$ cat src/rtl/alu4_sched.sv
// alu4_sched: two-client round-robin scheduler and sequencer for the
// external 4-bit AND/OR/XOR/ADD units. It grants one operation at a time,
// drives the selected unit for one cycle, registers the result and returns
// it to the winning client with a single-cycle ack.
module alu4_sched #(
    parameter int unsigned W     = 4,
    parameter int unsigned CNT_W = 8
) (
    input  logic             clk,
    input  logic             rst_n,
    input  logic             req0,
    input  logic             req1,
    input  logic [1:0]       op0,
    input  logic [1:0]       op1,
    input  logic [W-1:0]     a0,
    input  logic [W-1:0]     b0,
    input  logic [W-1:0]     a1,
    input  logic [W-1:0]     b1,
    output logic             ack0,
    output logic             ack1,
    output logic [W-1:0]     res,
    output logic             res_c,
    output logic [1:0]       gnt,
    output logic             busy,
    output logic [3:0]       alu_en,
    output logic [W-1:0]     alu_a,
    output logic [W-1:0]     alu_b,
    input  logic [W-1:0]     alu_y,
    input  logic             alu_c,
    output logic [CNT_W-1:0] op_cnt
);

    localparam logic [1:0] OP_ADD = 2'b11;

    typedef enum logic [1:0] {
        S_IDLE  = 2'd0,
        S_ISSUE = 2'd1,
        S_DONE  = 2'd2
    } state_t;

    state_t           state, state_nxt;
    logic             ptr, ptr_nxt;      // 0: client 0 preferred on contention
    logic [1:0]       op_q, op_nxt;
    logic [W-1:0]     a_q, a_nxt;
    logic [W-1:0]     b_q, b_nxt;
    logic [1:0]       gnt_nxt;
    logic             ack0_nxt, ack1_nxt;
    logic [W-1:0]     res_nxt;
    logic             res_c_nxt;
    logic             busy_nxt;
    logic [CNT_W-1:0] op_cnt_nxt;
    logic             win1;

    // State, captured operation and all registered outputs
    always_ff @(posedge clk or negedge rst_n) begin
        if (!rst_n) begin
            state  <= S_IDLE;
            ptr    <= 1'b0;
            op_q   <= 2'b00;
            a_q    <= '0;
            b_q    <= '0;
            gnt    <= 2'b00;
            ack0   <= 1'b0;
            ack1   <= 1'b0;
            res    <= '0;
            res_c  <= 1'b0;
            busy   <= 1'b0;
            op_cnt <= '0;
        end else begin
            state  <= state_nxt;
            ptr    <= ptr_nxt;
            op_q   <= op_nxt;
            a_q    <= a_nxt;
            b_q    <= b_nxt;
            gnt    <= gnt_nxt;
            ack0   <= ack0_nxt;
            ack1   <= ack1_nxt;
            res    <= res_nxt;
            res_c  <= res_c_nxt;
            busy   <= busy_nxt;
            op_cnt <= op_cnt_nxt;
        end
    end

    // Next-state, arbitration, capture and result/ack sequencing
    always_comb begin
        state_nxt  = state;
        ptr_nxt    = ptr;
        op_nxt     = op_q;
        a_nxt      = a_q;
        b_nxt      = b_q;
        gnt_nxt    = gnt;
        ack0_nxt   = 1'b0;
        ack1_nxt   = 1'b0;
        res_nxt    = res;
        res_c_nxt  = res_c;
        busy_nxt   = busy;
        op_cnt_nxt = op_cnt;
        win1       = 1'b0;

        case (state)
            S_IDLE: begin
                if (req0 || req1) begin
                    // A lone requester always wins; on contention the pointer decides
                    win1      = req1 && (!req0 || ptr);
                    op_nxt    = win1 ? op1 : op0;
                    a_nxt     = win1 ? a1 : a0;
                    b_nxt     = win1 ? b1 : b0;
                    gnt_nxt   = win1 ? 2'b10 : 2'b01;
                    ptr_nxt   = !win1;
                    busy_nxt  = 1'b1;
                    state_nxt = S_ISSUE;
                end
            end
            S_ISSUE: begin
                res_nxt    = alu_y;
                res_c_nxt  = (op_q == OP_ADD) ? alu_c : 1'b0;
                ack0_nxt   = gnt[0];
                ack1_nxt   = gnt[1];
                op_cnt_nxt = CNT_W'(op_cnt + 1'b1);
                state_nxt  = S_DONE;
            end
            S_DONE: begin
                gnt_nxt   = 2'b00;
                busy_nxt  = 1'b0;
                state_nxt = S_IDLE;
            end
            default: begin
                gnt_nxt   = 2'b00;
                busy_nxt  = 1'b0;
                state_nxt = S_IDLE;
            end
        endcase
    end

    // Unit enable and operands: decoded only from state and captured registers
    always_comb begin
        alu_en = 4'b0000;
        alu_a  = '0;
        alu_b  = '0;
        if (state == S_ISSUE) begin
            alu_en = 4'(4'b0001 << op_q);
            alu_a  = a_q;
            alu_b  = b_q;
        end
    end

endmodule
$ cat config.mk
export PLATFORM = sky130hd
export DESIGN_NAME = alu4_sched
export DESIGN_NICKNAME = d
export VERILOG_FILES = /design/src/rtl/alu4_sched.sv
export SDC_FILE = /design/constraint.sdc
export NUM_CORES = 1
export LEC_CHECK = 0
export ABC_AREA = 1
export CAP_MARGIN = 20
export CORE_ASPECT_RATIO = 2
export CORE_UTILIZATION = 46
export CTS_BUF_LIST = sky130_fd_sc_hd__clkbuf_16
export CTS_CLUSTER_SIZE = 25
export DETAILED_ROUTE_END_ITERATION = 10
export GPL_TIMING_DRIVEN = 0
export PLACE_DENSITY = 0.84
export REMOVE_ABC_BUFFERS = 1
export SLEW_MARGIN = 20
export SYNTH_ARGS = -nofsm -noshare
export SYNTH_HDL_FRONTEND = slang
export SYNTH_SLANG_ARGS = --single-unit
$ cat constraint.sdc
create_clock -name clk -period 1.9 [get_ports clk]
set_clock_uncertainty 0.15 [all_clocks]
set_input_delay 0.38 -clock clk [delete_from_list [all_inputs] [get_ports clk]]
set_output_delay 0.38 -clock clk [all_outputs]
set_load 0.005 [all_outputs]
## Word level (Yosys, flattened, before mapping)

Cells that the tools add are included.

- Register bits after elaboration: 31
- Latch bits: 0
- Bits in writable memories: 0
- ROM bits: 0
- Input bits: 29
- Output and inout bits: 30
- Word-level logic and storage cells: 42
- Memories: 0

- $add $sub $neg: 1
- $mul: 0
- Divide/modulo/power cells: 0
- Magnitude comparators: 0
- Eq/ne operators: 3
- Shift-type cells: 1
- Multiplexer cells: 16
- Bitwise operators: 1
- Reduce and logical (&&, ||, !) cells: 8

Operators with widths:

| kind | number |
|---|---|
| $mux 4 | 5 |
| $add 8x1->8 const B | 1 |
| $mux 2 | 4 |
| $pmux 2 s2 | 2 |
| $mux 1 | 4 |
| $reduce_and 2->1 | 2 |
| $shl 1x2->4 const A | 1 |
| $eq 2x1->1 const B | 1 |
| $eq 2x2->1 const B | 1 |
| $logic_not 1->1 | 2 |
| $logic_not 2->1 | 1 |
| $logic_or 1x1->1 | 2 |
| $ne 2x2->1 const B | 1 |
| $pmux 1 s2 | 1 |
| $logic_and 1x1->1 | 1 |
| $not 1->1 | 1 |

## Longest topological paths before layout

- Depth after elaboration: 6
- Mapped depth: 7

## Least setup slack after synthesis

No wires, ideal clock.

- Kind: reg-to-output
- Start point: reg state[1]
- End point: out alu_en[0]
- Arrival time: 0.860 ns
- Data required time: 1.370 ns
- Slack: 0.510 ns
- Cell stages (with the launch flop): 5
- Cells stage by stage: dfrtp_1 > inv_2 > nand2_2 > buf_2 > nor3_1

- Cells in the longest elaborated chain, start to end: 2

RTL lines:

| element | RTL line | source |
|---|---|---|
| start: declaration | 41 | `state_t state, state_nxt;` |
| start signal: assignment | 70 | `state <= state_nxt;` |
| $eq 2x1->1 | 141 | `if (state == S_ISSUE) begin` |
| $mux 4 | 141 |  |
| end: declaration | 25 | `output logic [3:0] alu_en,` |

Every way passes these cells.

## Final worst setup path

- Start point: reg state[1]
- End point: out alu_a[3]

- Cells in the longest elaborated chain, start to end: 2

RTL lines:

| element | RTL line | source |
|---|---|---|
| $eq 2x1->1 | 141 |  |
| $mux 4 | 141 |  |
| end: declaration | 26 | `output logic [W-1:0] alu_a,` |

Every way passes these cells.

==> reports/summary.md <==
Outcome
• **run status** completed

Worst hold path
• **worst min-delay path class** in -> async

Route
• **total wire length** 4070 µm
• **Wirelength per Cell** 13.8 µm
• **number of detailed-route iterations in the first pass** 4
• **post-route DRC violation count** 0
• **number of antenna-violating nets in the routed design** 0
• **vias per std cell** 5.17
• **violation count after the first detailed-route iteration** 45
• **overall via count from detail_route** 1521

Timing
• **shortest period the worst path allows** 1.85 ns
• **relative slew slack** 53.9%
• **final clock period utilization by the worst path** 97.6%
• **Final setup violation count** 0
• **setup TNS after final layout** 0 ns
• **f_max** 0.539 GHz
• **transition time at the pin with the least slew margin** 0.691 ns
• **final worst hold slack** 0.00523 ns
• **final hold violation count** 0
• **Slew Limit Fails** 0

Critical path
• **worst path cell trace** inv_4 -> nand2_8 -> buf_4 -> nor2_2 -> dlygate4sd2_1
• **data required time of the worst path** 1.37 ns
• **classification of the worst setup path** reg -> out
• **number of buffers and inverters on the critical path** 3
• **highest cell delay on the worst timing path** 0.41 ns
• **crit path launch type** flip-flop
• **largest fanout on the critical path** 6
• **Largest delay share family, worst path** buffers and inverters
• **Slowest-stage cell, CP** sky130_fd_sc_hd__dfrtp_1
• **kind of end point of the critical path** output pin
• **critical path data arrival time** 1.32 ns

Power and ir drop
• **LEAKAGE** 1.25 nW
• **power per cell area** 1540 mW/mm²
• **clock power share** 19.7%
• **sequential share of power** 32.4%
• **worst supply voltage drop on vdd** 1000 µV
• **cell-internal power** 0.00233 W
• **Switching Share** 36.6%
• **total power of the final layout** 0.00367 W
• **combinational cell fraction of total power** 47.9%
• **switching power summed over all nets** 0.00134 W

Synth
• **Avg Cell Area, Syn** 7.93 µm²
• **netlist area before placement** 0.00150 mm²
• **number of cells produced by synthesis** 189
• **unique cell type count in the Yosys netlist** 21
• **warning count from the yosys run** 0
• **total of flip-flops plus latches after synthesis** 31
• **fraction of the yosys area taken by sequential cells** 51.8%

Placement
• **RD Place Congestion** 0.773
• **Cells after DPL** 272
• **DP HPWL** 2480 µm
• **count of port buffers added during placement** 58

Die
• **floorplan row count** 29
• **horizontal die dimension** 42.4 µm
• **die outline height** 82.7 µm
• **Die ar.** 0.00350 mm²
• **initial core utilization** 48.0%
• **core outline area** 0.00312 mm²
• **Top Ports** 59

Cells and area
• **area of all sequential standard cells** 777 µm²
• **utilization after layout** 76.3%
• **area grow syn2layout** 58.9%
• **number of standard cells in the final layout excluding fillers** 294
• **layout net count** 293
• **Layout fillers** 213
• **final antenna diode count** 0
• **layout cells sized above 1** 17.9%
• **area taken by multi-input logic gates** 613 µm²

Global route
• **busiest layer in global routing** met2
• **vias in the first global route** 1471
• **largest net degree at the start of global routing** 32
• **global-route wire length before repair** 6230 µm
• **grt met3 use** 3.48%
• **number of antenna violations at the first check in global routing** 0
• **global routing met2 resource utilization** 48.9%
• **total track usage** 24.0%
• **met1 usage** 22.1%
• **sum of overflow across all layers after global routing** 0

Clocking
• **TritonCTS clock tree** done
• **number of hold-repair buffers added at the cts stage** 0
• **level count of the clock H-tree** 2
• **Clock Pin Slew Worst Setup and Hold Paths** 0.05 ns
• **Max Buffers Root-to-Sink** 2
• **clock insertion delay at the later pin of the skew report** 0.27 ns
• **cell chosen for the clock root** sky130_fd_sc_hd__clkbuf_16
• **Sink Count** 31
• **TritonCTS Buffers** 5

Run
• **number of violations of the max-capacitance limit** 0

[final timing paths]
check                      endpoint  depth (start not counted)  slack, ns      from
hold / removal               res[2]                          1      0.005     rst_n
min in group clk              res_c                          2       0.33     res_c
setup reg to reg            op_q[0]                          8       0.19  state[1]
max in group asynchronous  state[0]                          1       1.11     rst_n
setup / recovery           alu_a[3]                          5       0.05  state[1]
hold reg to reg               res_c                          2       0.33     res_c
[stage by stage]
step / worst slack, ns / cell area, µm²
after floorplan: 0.418 / 1460
after global placement: -0.267 / 2080
after detailed placement: -0.279 / 2070
after CTS: -0.162 / 2320
after global routing: -0.00951 / 2380
final: 0.0455 / 2380
[timing repair]
item / 4_1_cts / 5_1_grt
setup buffers: 9 / 6
gates cloned: 1 / 0
gates resized for setup: 30 / 7
setup endpoints to repair: 12 / 10
pin swaps: 2 / 2
[layout make-up]
cell class	instances	share of cell area, %
Clock inverter	2	0.368
Multi-Input combinational cell	122	25.7
Clock buffer	5	5.25
Sequential cell	31	32.6
Tap cell	31	1.63
Timing Repair Buffer	72	29.1
Inverter	31	5.30
[synth_stat cells]
library cell                n  share of area, %
sky130_fd_sc_hd__xnor2_1    1              0.58
sky130_fd_sc_hd__inv_1     26               6.5
sky130_fd_sc_hd__nor3_2     1              0.67
sky130_fd_sc_hd__nor3_1     2              0.67
sky130_fd_sc_hd__nand3_1   10               3.3
sky130_fd_sc_hd__inv_2      5               1.3
sky130_fd_sc_hd__xor2_1     3               1.8
sky130_fd_sc_hd__o21ai_2    4               2.3
sky130_fd_sc_hd__nor2_8     1               1.3
sky130_fd_sc_hd__o22ai_1    1              0.42
sky130_fd_sc_hd__nor2_1    20               5.0
sky130_fd_sc_hd__o21ai_1    4               1.3
sky130_fd_sc_hd__buf_2      4               1.3
sky130_fd_sc_hd__o21ai_0    2              0.67
sky130_fd_sc_hd__dfrtp_1   31                52
sky130_fd_sc_hd__ha_1       1              0.83
sky130_fd_sc_hd__nand2_2    1              0.42
sky130_fd_sc_hd__nor2_2     3               1.3
sky130_fd_sc_hd__nand2_1   66                17
sky130_fd_sc_hd__buf_6      2               1.5
sky130_fd_sc_hd__nand3b_1   1              0.50
[flip-flops by register name, summed over array words and instances (netlist names), 2 cells and up]
signal,flops
op_cnt,8
res,4
b_q,4
a_q,4
op_q,2
state,2
gnt,2
[kinds of logic after synthesis]
logic type,share of synthesized area (%)
AND/OR/NAND/NOR,29.7
buffers and inverters,10.6
flip-flops,51.8
AO/OA/AOI/OAI,4.76
XOR/XNOR,2.34
adder cells (fa/ha/maj),0.835
[per-layer routing]
metal	vias up	routed length, µm
met4	0	92
met1	752	1310
met2	50	2560
li1	710	-
met3	9	103
met5	-	0
[power groups by stage]
| stage | Clock (W) | Sequential, W | Combinational (W) |
|---|---|---|---|
| after floorplan | 0 | 0.00114 | 0.000684 |
| after global placement | 0 | 0.00115 | 0.00132 |
| after detailed placement | 0 | 0.00116 | 0.00135 |
| after CTS | 0.000725 | 0.00117 | 0.00159 |
| after global routing | 0.000763 | 0.00122 | 0.00191 |
| final | 0.000723 | 0.00119 | 0.00176 |
[placed cells by master, fill, tap and decap left out, types with 3 or more instances in the layout]
cell type                         netlist  routed
sky130_fd_sc_hd__nand2_1               66      66
sky130_fd_sc_hd__clkdlybuf4s50_1        0      45
sky130_fd_sc_hd__dfrtp_1               31      30
sky130_fd_sc_hd__inv_1                 26      26
sky130_fd_sc_hd__nor2_1                20      16
sky130_fd_sc_hd__buf_4                  0      11
sky130_fd_sc_hd__nand3_1               10      10
sky130_fd_sc_hd__nor2_2                 3       7
sky130_fd_sc_hd__dlygate4sd2_1          0       6
sky130_fd_sc_hd__clkbuf_16              0       5
sky130_fd_sc_hd__o21ai_1                4       4
sky130_fd_sc_hd__o21ai_2                4       4
sky130_fd_sc_hd__buf_2                  4       4
sky130_fd_sc_hd__inv_2                  5       3
sky130_fd_sc_hd__xor2_1                 3       3
sky130_fd_sc_hd__buf_12                 0       3
(Power assumes the default switching activity.)
